--- src/rtl/serial_pkg.sv ---
// Shared types and helpers for the serial transceiver.
//   tx_state_t / rx_state_t : frame sequencing states for each direction
//   DATA_W_MIN/MAX, CLKS_PER_BIT_MIN : legal parameter limits
//   params_legal()           : elaboration-time parameter check
//   parity_bit()             : parity bit for a payload (even or odd)
package serial_pkg;

  typedef enum logic [2:0] {
    TX_IDLE,
    TX_START,
    TX_DATA,
    TX_PARITY,
    TX_STOP
  } tx_state_t;

  typedef enum logic [2:0] {
    RX_IDLE,
    RX_START,
    RX_DATA,
    RX_PARITY,
    RX_STOP
  } rx_state_t;

  localparam int unsigned DATA_W_MIN       = 5;
  localparam int unsigned DATA_W_MAX       = 16;
  localparam int unsigned CLKS_PER_BIT_MIN = 4;

  function automatic bit params_legal(input int unsigned data_w,
                                      input int unsigned clks_per_bit,
                                      input int unsigned parity_en,
                                      input int unsigned parity_odd);
    return (data_w >= DATA_W_MIN) && (data_w <= DATA_W_MAX) &&
           (clks_per_bit >= CLKS_PER_BIT_MIN) && (clks_per_bit % 2 == 0) &&
           (parity_en <= 1) && (parity_odd <= 1);
  endfunction

  // Payload is zero-extended by the caller; padding zeros do not change the XOR.
  function automatic logic parity_bit(input logic [DATA_W_MAX-1:0] data,
                                      input logic odd);
    return (^data) ^ odd;
  endfunction

endpackage

--- src/rtl/bit_timer.sv ---
// Bit-period down-counter shared by the TX and RX sequencers.
//   clk_i, rst_i : clock and asynchronous active-high reset
//   load_i       : restart the count (takes priority over expiry)
//   half_i       : with load_i, count half a bit instead of a full bit
//   tick_o       : one-cycle pulse in the last cycle of the loaded period
module bit_timer #(
  parameter int unsigned CLKS_PER_BIT = 8192
) (
  input  logic clk_i,
  input  logic rst_i,
  input  logic load_i,
  input  logic half_i,
  output logic tick_o
);

  localparam int unsigned CNT_W = $clog2(CLKS_PER_BIT);
  localparam logic [CNT_W-1:0] FULL_M1 = CNT_W'(CLKS_PER_BIT - 1);
  localparam logic [CNT_W-1:0] HALF_M1 = CNT_W'(CLKS_PER_BIT / 2 - 1);

  logic [CNT_W-1:0] cnt_q, cnt_d;
  logic             run_q, run_d;

  // run_q keeps the expired counter from ticking repeatedly while parked at 0.
  assign tick_o = run_q && (cnt_q == '0);

  always_comb begin
    cnt_d = cnt_q;
    run_d = run_q;
    if (load_i) begin
      cnt_d = half_i ? HALF_M1 : FULL_M1;
      run_d = 1'b1;
    end else if (tick_o) begin
      run_d = 1'b0;
    end else if (run_q) begin
      cnt_d = cnt_q - 1'b1;
    end
  end

  always_ff @(posedge clk_i or posedge rst_i) begin
    if (rst_i) begin
      cnt_q <= '0;
      run_q <= 1'b0;
    end else begin
      cnt_q <= cnt_d;
      run_q <= run_d;
    end
  end

endmodule

--- src/rtl/serial_transceiver.sv ---
// Full-duplex asynchronous serial transceiver (start, DATA_W bits LSB first,
// optional parity, one stop bit). TX and RX run independently.
//   CLOCK_50, reset          : clock, asynchronous active-high reset
//   tx_data/tx_valid/tx_ready: transmit handshake; accept on valid && ready
//   tx_busy, serial_out      : frame in progress, line output (idle high)
//   serial_in                : asynchronous line input
//   rx_data, rx_valid        : received payload and its one-cycle strobe
//   rx_parity_err/frame_err  : status of the frame flagged by rx_valid
//   rx_busy                  : receive frame in progress
module serial_transceiver
  import serial_pkg::*;
#(
  parameter int unsigned DATA_W       = 8,
  parameter int unsigned CLKS_PER_BIT = 8192,
  parameter int unsigned PARITY_EN    = 0,
  parameter int unsigned PARITY_ODD   = 0
) (
  input  logic              CLOCK_50,
  input  logic              reset,
  input  logic [DATA_W-1:0] tx_data,
  input  logic              tx_valid,
  output logic              tx_ready,
  output logic              tx_busy,
  output logic              serial_out,
  input  logic              serial_in,
  output logic [DATA_W-1:0] rx_data,
  output logic              rx_valid,
  output logic              rx_parity_err,
  output logic              rx_frame_err,
  output logic              rx_busy
);

  localparam bit PARAMS_OK = params_legal(DATA_W, CLKS_PER_BIT, PARITY_EN, PARITY_ODD);
  if (!PARAMS_OK) begin : g_bad_params
    $error("serial_transceiver: illegal parameter set");
  end

  localparam bit   PAR_EN  = (PARITY_EN != 0);
  localparam logic PAR_ODD = (PARITY_ODD != 0);
  localparam int unsigned IDX_W = $clog2(DATA_W + 1);
  localparam logic [IDX_W-1:0] LAST_IDX = IDX_W'(DATA_W - 1);

  // Holds tx_ready low for the first cycle after reset as well as during it.
  logic en_q;
  always_ff @(posedge CLOCK_50 or posedge reset) begin
    if (reset) en_q <= 1'b0;
    else       en_q <= 1'b1;
  end

  // ---------------------------------------------------------------- transmit
  tx_state_t         tx_state_q, tx_state_d;
  logic [DATA_W-1:0] tx_shift_q, tx_shift_d;
  logic [IDX_W-1:0]  tx_idx_q, tx_idx_d;
  logic              tx_par_q, tx_par_d;
  logic              tx_line_q, tx_line_d;
  logic              tx_load, tx_tick;

  assign tx_ready   = (tx_state_q == TX_IDLE) && en_q;
  assign tx_busy    = (tx_state_q != TX_IDLE);
  assign serial_out = tx_line_q;

  bit_timer #(.CLKS_PER_BIT(CLKS_PER_BIT)) u_tx_timer (
    .clk_i (CLOCK_50),
    .rst_i (reset),
    .load_i(tx_load),
    .half_i(1'b0),
    .tick_o(tx_tick)
  );

  // The line level is registered alongside the state so serial_out never
  // glitches while the state decode changes.
  always_comb begin
    tx_state_d = tx_state_q;
    tx_shift_d = tx_shift_q;
    tx_idx_d   = tx_idx_q;
    tx_par_d   = tx_par_q;
    tx_line_d  = tx_line_q;
    tx_load    = 1'b0;
    unique case (tx_state_q)
      TX_IDLE: begin
        if (tx_valid && tx_ready) begin
          tx_shift_d = tx_data;
          tx_par_d   = parity_bit(DATA_W_MAX'(tx_data), PAR_ODD);
          tx_line_d  = 1'b0;
          tx_load    = 1'b1;
          tx_state_d = TX_START;
        end
      end
      TX_START: begin
        if (tx_tick) begin
          tx_line_d  = tx_shift_q[0];
          tx_shift_d = tx_shift_q >> 1;
          tx_idx_d   = '0;
          tx_load    = 1'b1;
          tx_state_d = TX_DATA;
        end
      end
      TX_DATA: begin
        if (tx_tick) begin
          tx_load = 1'b1;
          if (tx_idx_q == LAST_IDX) begin
            if (PAR_EN) begin
              tx_line_d  = tx_par_q;
              tx_state_d = TX_PARITY;
            end else begin
              tx_line_d  = 1'b1;
              tx_state_d = TX_STOP;
            end
          end else begin
            tx_line_d  = tx_shift_q[0];
            tx_shift_d = tx_shift_q >> 1;
            tx_idx_d   = tx_idx_q + 1'b1;
          end
        end
      end
      TX_PARITY: begin
        if (tx_tick) begin
          tx_line_d  = 1'b1;
          tx_load    = 1'b1;
          tx_state_d = TX_STOP;
        end
      end
      TX_STOP: begin
        if (tx_tick) tx_state_d = TX_IDLE;
      end
      default: tx_state_d = TX_IDLE;
    endcase
  end

  always_ff @(posedge CLOCK_50 or posedge reset) begin
    if (reset) begin
      tx_state_q <= TX_IDLE;
      tx_shift_q <= '0;
      tx_idx_q   <= '0;
      tx_par_q   <= 1'b0;
      tx_line_q  <= 1'b1;
    end else begin
      tx_state_q <= tx_state_d;
      tx_shift_q <= tx_shift_d;
      tx_idx_q   <= tx_idx_d;
      tx_par_q   <= tx_par_d;
      tx_line_q  <= tx_line_d;
    end
  end

  // ----------------------------------------------------------------- receive
  logic [1:0]        sync_q;
  logic              rx_s;
  rx_state_t         rx_state_q, rx_state_d;
  logic [DATA_W-1:0] rx_shift_q, rx_shift_d;
  logic [IDX_W-1:0]  rx_idx_q, rx_idx_d;
  logic              rx_par_q, rx_par_d;
  logic [DATA_W-1:0] rx_data_q, rx_data_d;
  logic              rx_perr_q, rx_perr_d;
  logic              rx_ferr_q, rx_ferr_d;
  logic              rx_valid_q, rx_valid_d;
  logic              rx_load, rx_half, rx_tick;

  assign rx_s          = sync_q[1];
  assign rx_data       = rx_data_q;
  assign rx_valid      = rx_valid_q;
  assign rx_parity_err = rx_perr_q;
  assign rx_frame_err  = rx_ferr_q;
  assign rx_busy       = (rx_state_q != RX_IDLE);

  always_ff @(posedge CLOCK_50 or posedge reset) begin
    if (reset) sync_q <= 2'b11;
    else       sync_q <= {sync_q[0], serial_in};
  end

  bit_timer #(.CLKS_PER_BIT(CLKS_PER_BIT)) u_rx_timer (
    .clk_i (CLOCK_50),
    .rst_i (reset),
    .load_i(rx_load),
    .half_i(rx_half),
    .tick_o(rx_tick)
  );

  always_comb begin
    rx_state_d = rx_state_q;
    rx_shift_d = rx_shift_q;
    rx_idx_d   = rx_idx_q;
    rx_par_d   = rx_par_q;
    rx_data_d  = rx_data_q;
    rx_perr_d  = rx_perr_q;
    rx_ferr_d  = rx_ferr_q;
    rx_valid_d = 1'b0;
    rx_load    = 1'b0;
    rx_half    = 1'b0;
    unique case (rx_state_q)
      RX_IDLE: begin
        if (!rx_s) begin
          rx_load    = 1'b1;
          rx_half    = 1'b1;
          rx_state_d = RX_START;
        end
      end
      RX_START: begin
        if (rx_tick) begin
          if (rx_s) begin
            rx_state_d = RX_IDLE;
          end else begin
            rx_idx_d   = '0;
            rx_load    = 1'b1;
            rx_state_d = RX_DATA;
          end
        end
      end
      RX_DATA: begin
        if (rx_tick) begin
          // LSB arrives first, so shift in from the top.
          rx_shift_d = {rx_s, rx_shift_q[DATA_W-1:1]};
          rx_load    = 1'b1;
          if (rx_idx_q == LAST_IDX) rx_state_d = PAR_EN ? RX_PARITY : RX_STOP;
          else                      rx_idx_d   = rx_idx_q + 1'b1;
        end
      end
      RX_PARITY: begin
        if (rx_tick) begin
          rx_par_d   = rx_s;
          rx_load    = 1'b1;
          rx_state_d = RX_STOP;
        end
      end
      RX_STOP: begin
        // Back to IDLE at mid stop bit, leaving half a bit of slack for the
        // next start edge.
        if (rx_tick) begin
          rx_data_d  = rx_shift_q;
          rx_perr_d  = PAR_EN && (rx_par_q != parity_bit(DATA_W_MAX'(rx_shift_q), PAR_ODD));
          rx_ferr_d  = !rx_s;
          rx_valid_d = 1'b1;
          rx_state_d = RX_IDLE;
        end
      end
      default: rx_state_d = RX_IDLE;
    endcase
  end

  always_ff @(posedge CLOCK_50 or posedge reset) begin
    if (reset) begin
      rx_state_q <= RX_IDLE;
      rx_shift_q <= '0;
      rx_idx_q   <= '0;
      rx_par_q   <= 1'b0;
      rx_data_q  <= '0;
      rx_perr_q  <= 1'b0;
      rx_ferr_q  <= 1'b0;
      rx_valid_q <= 1'b0;
    end else begin
      rx_state_q <= rx_state_d;
      rx_shift_q <= rx_shift_d;
      rx_idx_q   <= rx_idx_d;
      rx_par_q   <= rx_par_d;
      rx_data_q  <= rx_data_d;
      rx_perr_q  <= rx_perr_d;
      rx_ferr_q  <= rx_ferr_d;
      rx_valid_q <= rx_valid_d;
    end
  end

endmodule

--- config.mk ---
export PLATFORM = sky130hd
export DESIGN_NAME = serial_transceiver
export DESIGN_NICKNAME = d
export VERILOG_FILES = /design/src/rtl/serial_pkg.sv /design/src/rtl/bit_timer.sv /design/src/rtl/serial_transceiver.sv
export SDC_FILE = /design/constraint.sdc
export NUM_CORES = 1
export LEC_CHECK = 0
export ABC_AREA = 0
export CAP_MARGIN = 20
export CORE_ASPECT_RATIO = 1.75
export CORE_MARGIN = 4
export CORE_UTILIZATION = 44
export CTS_CLUSTER_DIAMETER = 40
export DETAILED_ROUTE_END_ITERATION = 6
export GPL_TIMING_DRIVEN = 0
export MAX_ROUTING_LAYER = met4
export PLACE_DENSITY = 0.65
export SLEW_MARGIN = 20
export SYNTH_ARGS = -nofsm -noshare
export SYNTH_HDL_FRONTEND = slang
export SYNTH_SLANG_ARGS = --single-unit
--- constraint.sdc ---
create_clock -name CLOCK_50 -period 2.4 [get_ports CLOCK_50]
set_input_delay 0.24 -clock CLOCK_50 [delete_from_list [all_inputs] [get_ports CLOCK_50]]
set_output_delay 0.24 -clock CLOCK_50 [all_outputs]
set_load 0.05 [all_outputs]
==> After elaboration in Yosys (flattened, before gate mapping) <==
Index checks and enable logic that the tools add are counted.
{ "op_classes": {"n_addsub": 4, "n_eq_ne": 27, "n_mux": 55, "n_reduce_logical": 31} }
{ "op_table": {"columns": ["operator", "count"], "rows": [
  ["$mux 13", 7],
  ["$mux 3", 12],
  ["$mux 8", 4],
  ["$ne 2x2->1 const B", 16],
  ["$pmux 3 s5", 2],
  ["$mux 4", 7],
  ["$logic_not 13->1", 2],
  ["$sub 13x1->13 const B", 2],
  ["$pmux 8 s3", 1],
  ["$mux 1", 16],
  ["$pmux 4 s2", 2],
  ["$reduce_and 5->1", 3],
  ["$eq 3x2->1 const B", 4],
  ["$reduce_and 6->1", 2],
  ["$reduce_bool 2->1", 6],
  ["$reduce_bool 3->1", 3],
  ["$add 4x1->4 const B", 2],
  ["$eq 4x3->1 const B", 2],
  ["$reduce_and 2->1", 4],
  ["$eq 3x1->1 const B", 2],
  ["$eq 3x3->1 const B", 2],
  ["$logic_not 3->1", 2],
  ["$logic_and 1x1->1", 4],
  ["$pmux 1 s4", 1],
  ["9 further kinds", 9]
]} }
{ "word_totals": {"reg_bits": 72, "in_bits": 12, "out_inout_bits": 15, "wordCells": 133} }

==> Depth between registers and ports, before layout <==
{ "depth": {"ltp_word": 7, "ltp_mapped": 8, "depth_no_buf": 6} }

==> Cells and area by module <==
Synthesis repeated with hierarchy kept, for this count alone.
{ "unflattened": {"hier_cells": 345, "area_unflattened_um2": 3657.3} }
{ "by_module_without_submodules": {"columns": ["module", "instances", "cells_each", "area_per_inst_um2", "seq_area_each_um2"], "rows": [
  ["serial_transceiver", 1, 179, 2045.7, 1104.8],
  ["bit_timer", 2, 83, 805.8, 350.3]
]} }

==> Worst setup path after synthesis <==
Ideal clock, no wire load.
{ "synth_timing": {"path_type": "register to register", "startpoint": "reg u_rx_timer.cnt_q[0]", "endpoint": "reg rx_shift_q[0]", "setup_time_ns": 0.125, "arrival_time_ns": 2.187, "required_time_ns": 2.275, "slack_ns": 0.088, "stages_incl_launch_ff": 7, "path_buffers": 0, "synth_period_minus_slack_ns": 2.312, "path_cell_list": "dfrtp_1 > inv_1 > ha_1 > nor4b_1 > nand4_2 > nor2_2 > mux2_2"} }
{ "synth_between": {"elab_chain_len": 3} }
{ "synth_rtl": {"columns": ["item", "line", "source"], "rows": [
  ["start: declaration", "bit_timer.sv:20", "logic [CNT_W-1:0] cnt_q, cnt_d;"],
  ["start signal: assignment", "bit_timer.sv:44", "cnt_q <= cnt_d;"],
  ["$logic_not 13->1", "bit_timer.sv:24", "assign tick_o = run_q && (cnt_q == '0);"],
  ["$logic_and 1x1->1", "bit_timer.sv:24", null],
  ["$reduce_and 2->1 (no source line)", null, null],
  ["end signal: assignment", "serial_transceiver.sv:252", "rx_shift_q <= rx_shift_d;"],
  ["end: declaration", "serial_transceiver.sv:150", "logic [DATA_W-1:0] rx_shift_q, rx_shift_d;"]
]} }
No other way between the ends.
A chain may end at the register's enable or synchronous reset.

==> Worst setup path after layout <==
{ "layout_timing": {"startpoint": "reg u_rx_timer.cnt_q[3]", "endpoint": "reg u_rx_timer.cnt_q[11]"} }
{ "layout_between": {"elab_chain_len": 6, "word_cells_on_any_way": 12, "cone_classes": "add/sub (1); eq/ne (1); mux (6); reduce/logical (4)"} }
{ "layout_rtl": {"columns": ["item"], "rows": [
  ["branches (longest 6 deep; another with $sub 13x1->13)"]
]} }
Several ways; the timed one is not identified. The select of a mux whose other input is x is not followed.

==> impl_metrics.py <==
metrics = {
    "floorplanning": {
        "row_count": 44,
        "initial_core_util": 0.450,
        "die_y_microns": 130,
        "dieArea_sq_um": 10000,
        "core_sq_um": 8260,
        "pin_count": 27,
        "die_w_microns": 77.4,
    },
    "timing": {
        "slew_headroom": 0.528,
        "worstMarginPinSlew_ps": 703,
        "skew_ps": 5.94,
        "period_needed_ps": 2330,
        "finalHoldViolCount": 0,
        "maxClockFrequency_ghz": 0.429,
        "rsz0062_at_grt": "yes",
        "slew_viol_final": 0,
        "fin_tns_setup_ps": 0,
        "fin_crit_sh": 0.972,
        "setup-violations-final": 0,
        "fin_hold_ws_ps": 196,
    },
    "cells_and_area": {
        "area_delta_synth_final_pct": 24.0,
        "multiInputGateArea_sq_um": 1900,
        "regArea_sq_um": 1810,
        "drive_above_1_share": 0.191,
        "diodes": 0,
        "nets": 416,
        "nFillCells": 711,
        "stdcell_count": 495,
        "design_area_sq_um": 4600,
    },
    "clocking": {
        "clkSlewWorstSetupHoldPaths_ps": 60,
        "ctsHoldBuffers": 0,
        "cts_made_buffers": 9,
        "root_buffer": "clkbuf_16",
        "cts_tree": "yes",
        "clk_path_buf_depth": 2,
        "clk_latency_ps": 330,
        "clock_sinks": 72,
        "htreeDepth": 3,
    },
    "yosys": {
        "synthArstFlopShare": 1.00,
        "syn_nets": 375,
        "synth_xor_area_frac": 0.0189,
        "seq_area_frac_synth": 0.486,
        "synth_simple_gate_area_frac": 0.211,
        "syn-cell-area_sq_um": 3710,
        "ys_ff_latch": 72,
        "yosysUniqueCellTypes": 57,
        "synth_top_family_by_area": "simple AND/OR/NAND/NOR gates",
        "synth_cells": 357,
        "muxShareOfSynthArea": 0.0624,
        "syn_area_per_cell_sq_um": 10.4,
        "synth_compound_area_frac": 0.170,
        "synth_flop_cell": "dfrtp_1",
        "yosys_warnings": 0,
        "yosys.area_share.adder": 0.0202,
        "synth_edf_count": 0,
    },
    "power": {
        "comb_power_share": 0.021,
        "switching_share": 0.187,
        "leakage_nw": 1.86,
        "p_seq_frac": 0.429,
        "power_density_nw_per_um2": 618,
        "p_switching_w": 0.000532,
        "clock_power_share": 0.550,
        "cellInternalPower_w": 0.00231,
        "ir_drop_v": 0.000557,
    },
    "setup_path": {
        "r2r_start": "u_rx_timer.cnt_q[3]",
        "crit_chain": "or4_1, buf_2, or4_4, or4_1, nand3_1",
        "rr_endpoint": "u_rx_timer.cnt_q[11]",
        "r2r_slack_ps": 70,
        "crit_fanout": 8,
        "required_ps": 2660,
        "arrival_ps": 2590,
        "max_stage_delay_ps": 530,
        "endpoint_kind": "register",
        "cpLargestDelayFamily": "simple AND/OR/NAND/NOR gates",
        "r2r_cells": 5,
        "critical_path_class": "reg2reg",
        "startpoint_type": "register",
        "cp.depth": 5,
        "slowest_stage": "or4_1",
        "path_common_cell": "or4_1",
        "cp_num_buf_inv": 1,
        "crit_start": "u_rx_timer.cnt_q[3]",
    },
    "detailed_routing": {
        "ant_nets": 0,
        "wl_per_cell_microns": 16.1,
        "wl_microns": 7950,
        "vias": 2942,
        "dr.pass1.iters": 4,
        "drc_errors": 0,
        "drt-initial-drc-count": 158,
        "vias_per_cell": 5.94,
    },
    "global_routing": {
        "grt_util_met1": 0.204,
        "grt_pass1_vias": 3064,
        "grt_max_degree": 58,
        "grt_use_met2": 0.313,
        "met3_usage": 0.0313,
        "grtUsageTotal": 0.181,
        "top_usage_layer": "met2",
        "overflow": 0,
        "grt_pass1_wl_microns": 14300,
        "antenna_found_initial": 0,
    },
    "placement": {
        "placed_area_sq_um": 4110,
        "io_buffers": 25,
        "routabilityCongestion": 0.866,
        "dp_hpwl_microns": 5430,
        "placedCellCount": 475,
    },
    "run_status": {
        "outcome": "completed",
    },
    "worst_hold_path": {
        "holdCritPathClass": "in2async",
    },
    "flow_run": {
        "maxCapViolCount": 0,
    },
}
-- power groups by stage --
stage               sequential (W)  combinational, W  clock (W)
global placement           0.00124         0.0000548          0
global route               0.00122         0.0000673    0.00164
floorplan                  0.00124         0.0000286          0
CTS                        0.00122         0.0000611    0.00160
detailed placement         0.00124         0.0000609          0
finish                     0.00122         0.0000588    0.00157
-- registers in the layout (all words and copies together), names as in the netlist --
register,flops
sync_q,2
rx_idx_q,4
tx_shift_q,8
tx_state_q,3
u_tx_timer.cnt_q,13
u_tx_timer.run_q,1
en_q,1
rx_shift_q,8
rx_frame_err,1
rx_valid,1
rx_state_q,3
u_rx_timer.cnt_q,13
tx_idx_q,4
rx_data,8
u_rx_timer.run_q,1
serial_out,1
-- layout by cell type (no fill, tap or decap), drive strengths merged, types with 4 or more instances in the layout --
cell type / n
or4: 11
nand4: 4
or3: 7
nand3: 17
o21ai: 20
clkdlybuf4s50: 23
o21bai: 10
o31ai: 18
ha: 6
nor4: 10
mux2: 17
mux2i: 4
nand3b: 4
nor3: 7
dfrtp: 69
clkbuf: 20
inv: 11
a2bb2oi: 7
a211oi: 4
xnor2: 6
buf: 12
nand2: 26
nor2: 17
o41ai: 4
a21oi: 5
or4b: 4
o211ai: 8
nand2b: 6
nor3b: 5
-- cells by family after synthesis --
| group | after synthesis |
|---|---|
| fa+ha+maj | 6 |
| xor+xnor | 8 |
| buf+inv | 27 |
| mux | 21 |
| simple gates | 133 |
| other cells | 2 |
| compound gates | 88 |
| flops | 72 |
-- synth_stat cells (all sizes together) (2+ instances only) --
cell type  instances  area share
xnor2              6       0.014
nor2b              2      0.0034
and3b              2      0.0047
nand3             17       0.023
or4b               4       0.011
or3b               2      0.0047
a2bb2oi            7       0.017
nand4              4      0.0084
clkbuf            13       0.013
or4               11       0.023
nor3               7      0.0094
o21ai             20       0.027
o31ai             18       0.036
a21oi              5      0.0067
o211ai             8       0.016
a211oi             4      0.0094
conb               2      0.0020
nand2             26       0.026
o211a              2      0.0054
a21boi             2      0.0040
nand3b             4      0.0081
dfstp              3       0.021
nor4              10       0.020
and3               2      0.0034
xor2               2      0.0047
buf                3      0.0047
or2                3      0.0051
nor3b              5       0.010
mux2              17       0.052
o21bai            10       0.020
dfrtp             69        0.47
mux2i              4       0.011
nor2              17       0.019
ha                 6       0.020
or3                7       0.012
nor4b              2      0.0047
nand2b             6       0.010
o41ai              4      0.0094
inv               11       0.011
-- worst reg2reg max path: cells and delay by family, from the launching register on --
family | cells | cell delay (ps)
flops | 1 | 450
simple gates | 4 | 1620
buf+inv | 1 | 200
-- metal layers --
metal | share of wire | vias up
met3 | 0.020 | 20
li1 | - | 1428
met5 | 0 | -
met2 | 0.55 | 41
met1 | 0.41 | 1453
met4 | 0.026 | 0
-- area by class of cell --
cell class | count | share of cell area
Multi-Input combinational cell | 258 | 0.413
Sequential cell | 72 | 0.392
Timing Repair Buffer | 31 | 0.0688
Clock buffer | 11 | 0.0549
Tap cell | 92 | 0.0250
Clock inverter | 5 | 0.0223
Buffer | 15 | 0.0144
Inverter | 11 | 0.00951
-- what timing repair did --
action,in CTS,in global routing
gates resized for setup,13,12
endpoints found under the setup margin,54,55
endpoints found under the hold margin,0,0
pin swaps,2,1
setup buffers,4,1
-- per-stage QoR --
step	util	total power, W	worst slack [ps]
finish	0.558	0.00285	67.6
global route	0.558	0.00293	-3.86
CTS	0.551	0.00288	6.63
detailed placement	0.497	0.00130	-396
global placement	0.494	0.00130	-918
floorplan	-	0.00127	88.0
-- worst max-delay path by stage --
| stage | end | slack [ps] |
|---|---|---|
| floorplan | rx_shift_q[0] | 90 |
| global placement | u_rx_timer.cnt_q[3] | -920 |
| detailed placement | u_tx_timer.cnt_q[1] | -400 |
| CTS | rx_shift_q[4] | 7 |
| global route | rx_shift_q[7] | -4 |
| finish | u_rx_timer.cnt_q[11] | 70 |
Note: power is estimated with default switching activity, not from simulation.
==> variant 1: new RTL, config.mk and constraints unchanged <==
Change the parameter `DATA_W` from 8 to 16.
--- a/src/rtl/serial_transceiver.sv
+++ b/src/rtl/serial_transceiver.sv
@@ -10,7 +10,7 @@
 module serial_transceiver
   import serial_pkg::*;
 #(
-  parameter int unsigned DATA_W       = 8,
+  parameter int unsigned DATA_W       = 16,
   parameter int unsigned CLKS_PER_BIT = 8192,
   parameter int unsigned PARITY_EN    = 0,
   parameter int unsigned PARITY_ODD   = 0
Ports: changed (resized rx_data and tx_data); port bits go from 27 to 43. The function was not compared with the original's and may differ.
==> variant 1 against the original RTL <==
  * Final cell count grew 21%
  * Sequential power grew 36%
  * Count of clock-buffer cells in the layout shrank 2
  * Setup slack gained 0.0017 ns
  * Design area grew 24%
  * Largest power group is now sequential cells
  * Hold slack gained 0.057 ns
  * Utilization shrank 0.17 points
  * Sequential cell count grew 26
  * Maximum frequency is essentially flat
  * Critical path depth grew 2
  * Power grew 10%
  * Area after synthesis grew 26%
  * Wire length grew 14%
==> variant 1: results (changes against the original RTL) <==
synth_fp_nets: 431  # +15%
grt_max_degree: 35  # -40%
dp_hpwl_um: 6590  # +21%
track_usage_pct: 16.7  # -1.5 points
grt_pass1_wl_um: 15900  # +11%
tightestPinTransition_ns: 0.783  # +0.0792 ns
port_buffers: 41  # +64%
globalplace.congestion: 0.784  # -9.4%
first_pass_iters: 6  # +2
met1Wirelength_um: 3600  # +11%
max_stage_delay_ns: 0.57  # +0.04 ns
cpMaxStageDelayCell: "or4_4"
placed_area_um2: 5320  # +29%
ir_worst_vdd_uv: 453  # -19%
synth_cell_types: 49  # -14%
dr_wl_met3_um: 297  # +89%
drive_above_1_share_pct: 26.2  # +7.1 points
synth_area_leaders: "dfrtp_1 51%, mux2_2 13%, xnor2_1 3.4%"
wl_per_cell_um: 15.2  # -5.3%
met2_length_um: 5060  # +16%
skew_ns: 0.00789  # +0.00195 ns
worstSkewPairLatency_ns: 0.35  # +0.02 ns
status: "finished clean"
fin_cells: 597  # +21%
ys_seq_area_share_pct: 52.7  # +4.0 points
yosys-top-cells-count: "95 x dfrtp_1, 53 x mux2_2, 37 x nand2_1, 22 x nor2_1"
-- variant 1: cell types whose count changed after synthesis, moves of 7 or more --
| cell | before | now |
|---|---|---|
| xnor2_1 | 6 | 18 |
| nand2_1 | 26 | 37 |
| o21bai_1 | 10 | 0 |
| o31ai_1 | 18 | 1 |
| mux2_2 | 17 | 53 |
| a2bb2oi_1 | 7 | 0 |
| nand3_1 | 17 | 4 |
| dfrtp_1 | 69 | 95 |
| mux2_4 | 0 | 10 |
| nor2_1 | 15 | 22 |
-- variant 1: repair_timing --
action                     4_1_cts  5_1_grt
pin swaps                        3        2
setup endpoints to repair       50       41
resized for setup                9       14
setup buffers                    7        1
-- variant 1: cells by family (layout without fill, tap and decap cells) --
logic type	Yosys count	after routing	synth area share, %
buffers and inverters	29	96	2.66
adders and majority gates	8	8	2.15
AOI/OAI and AO/OA	46	46	6.17
xor gates and xnor gates	19	19	3.57
DFF	98	98	52.7
and+or+nand+nor	134	134	15.8
muxes	67	67	16.9
other	2	2	0.161
-- variant 1: cell type report --
class,count,area [um2],area share [%]
Clock buffer,9,225,3.93
Tap cell,127,159,2.78
Multi-Input combinational cell,276,2150,37.6
Timing Repair Buffer,52,544,9.51
Inverter,14,56.3,0.983
Buffer,14,71.3,1.25
Sequential cell,98,2460,42.9
Clock inverter,7,61.3,1.07
-- variant 1: path summary, 6_finish.rpt --
path,start,slack [ns],cells after the start,to
max in group asynchronous,reset,1.42,4,sync_q[1]
min in group CLOCK_50,serial_in,0.33,1,sync_q[0]
hold reg to reg,sync_q[0],0.36,0,sync_q[1]
setup / recovery,u_tx_timer.cnt_q[4],0.07,7,tx_shift_q[4]
setup reg to reg,u_tx_timer.cnt_q[4],0.07,7,tx_shift_q[4]
hold / removal,reset,0.25,2,tx_state_q[0]
-- variant 1: metal layers --
layer / track usage [%] / vias up
li1: - / 1561
met1: 18.4 / 1553
met2: 29.2 / 52
met3: 3.59 / 7
met4: 6.26 / 0
met5: - / -
-- variant 1: power breakdown --
group	leakage, nW	total (mW)	switching, mW	internal (mW)
Sequential	1.23	1.66	0.00250	1.65
Combinational	1.14	0.0862	0.0447	0.0415
Clock	0.135	1.39	0.665	0.721
-- variant 1: through the flow --
step / hold WS (ns) / setup slack (ns) / setup TNS [ns]
after global routing: 0.282 / 0.00440 / 0
after CTS: 0.248 / -0.0287 / -0.124
final: 0.254 / 0.0693 / 0
after detailed placement: 0.353 / -0.240 / -8.19
after floorplan: 0.244 / 0.0597 / 0
after global placement: 0.350 / -0.230 / -11.17
==> variant 2: new RTL, config.mk and constraints unchanged <==
Without the edit above. `rx_data_q` no longer has a reset.
--- a/src/rtl/serial_transceiver.sv
+++ b/src/rtl/serial_transceiver.sv
@@ -243,7 +243,6 @@
       rx_shift_q <= '0;
       rx_idx_q   <= '0;
       rx_par_q   <= 1'b0;
-      rx_data_q  <= '0;
       rx_perr_q  <= 1'b0;
       rx_ferr_q  <= 1'b0;
       rx_valid_q <= 1'b0;
@@ -252,12 +251,15 @@
       rx_shift_q <= rx_shift_d;
       rx_idx_q   <= rx_idx_d;
       rx_par_q   <= rx_par_d;
-      rx_data_q  <= rx_data_d;
       rx_perr_q  <= rx_perr_d;
       rx_ferr_q  <= rx_ferr_d;
       rx_valid_q <= rx_valid_d;
     end
   end
 
+  always_ff @(posedge CLOCK_50) begin
+    rx_data_q <= rx_data_d;
+  end
+
 endmodule
 
Check against the original RTL: same outputs for any inputs over 10 cycles, from zero or initial values and one cycle with reset high; that may be too few to reach the edited logic, so the function may still have changed.
==> variant 2 against the original RTL <==
  * The run now ends with negative setup slack left
  * Wire length grew 3.9%
  * Clock skew about the same
  * Area after synthesis fell by 0.71%
  * Final cell count fell by 0.61%
  * Design area is 0.63% lower
  * Count of clock-buffer cells in the layout is 2 lower
  * Sequential share of layout area is 1.1 points higher
  * Die area fell by 0.65%
  * Hold slack gained 0.013 ns
  * First-iteration DRC count increased by 20%
  * Power shrank 7.1%
  * Sequential cell count unchanged
  * Setup slack worse by 0.071 ns
  * Largest cell class is now registers
  * Largest power group unchanged
==> variant 2: results (changes against the original RTL) <==
clk_share_pct: 6.67  # -1.0 points
drt_iter0_markers: 189  # +20%
async_flop_share_pct: 88.9  # -11 points
skew_ns: 0.00612  # +0.000178 ns
whs_ns: 0.209  # +0.0130 ns
powerComb_mw: 0.0561  # -4.6%
setup_slack_ns: -0.00390  # -0.0715 ns
swShare_pct: 21.5  # +2.8 points
p_clk_share_pct: 51.1  # -3.9 points
multi_input_area_um2: 1820  # -4.1%
met1Wirelength_um: 3220  # -0.37%
synth_edf_count: 8  # +8
violations: "negative setup slack"
dp.cells: 471  # -0.84%
met2_length_um: 4650  # +6.9%
track_usage_pct: 18.2  # +0.079 points
setup_viol: 1  # +1
grt_pass1_vias: 2967  # -3.2%
critPathLaunch: "u_tx_timer.cnt_q[6]"
ys_seq_area_share_pct: 50.1  # +1.4 points
max_stage_delay_ns: 0.56  # +0.03 ns
vias_per_cell: 6.12  # +3.0%
dr_wl_met3_um: 173  # +10%
dp_hpwl_um: 5860  # +7.8%
drive_above_1_share_pct: 19.4  # +0.30 points
p_leak_nw: 1.85  # about the same
fill_cells: 717  # +0.84%
use_met3_pct: 2.50  # -0.63 points
met1_usage_pct: 18.7  # -1.6 points
status: "complete, but fails checks"
placed_area_um2: 4080  # -0.70%
ir_worst_vdd_uv: 461  # -17%
grt_max_degree: 46  # -21%
fin_cells: 492  # -0.61%
globalplace.congestion: 0.865  # -0.15%
cpMaxStageDelayCell: "or4_4"
setup_tns_ns: -0.00390  # -0.00390 ns
signal_buffers: 48  # +4.3%
totalWireLength_um: 8260  # +3.9%
comb.multi_input.count: 248  # -3.9%
post-place-ws_ns: -0.323  # +0.0726 ns
grt_pass1_wl_um: 13900  # -2.7%
## variant 2: changes by cell type in the layout (fill, tap and decap cells not counted), moves of 5 or more
| cell | change |
|---|---|
| o21ai_0 | +5 |
| dfrtp_1 | -9 |
| mux2_2 | -8 |
| edfxtp_1 | +8 |
| inv_1 | +7 |
| o31ai_1 | -11 |
## variant 2: cells by family after synthesis
kind of cell	after synthesis	synth area share, %
simple gates	128	20.7
fa+ha+maj	6	2.04
xor+xnor	5	1.19
flops	72	50.1
compound gates	93	17.6
buf+inv	35	4.07
other cells	2	0.204
mux	14	4.11
## variant 2: repair_timing
| action | in CTS | in global routing |
|---|---|---|
| endpoints found under the setup margin | 37 | 43 |
| setup buffers | 5 | 1 |
| hold buffers | 0 | 0 |
| pin swaps | 1 | 0 |
| resized for setup | 10 | 26 |
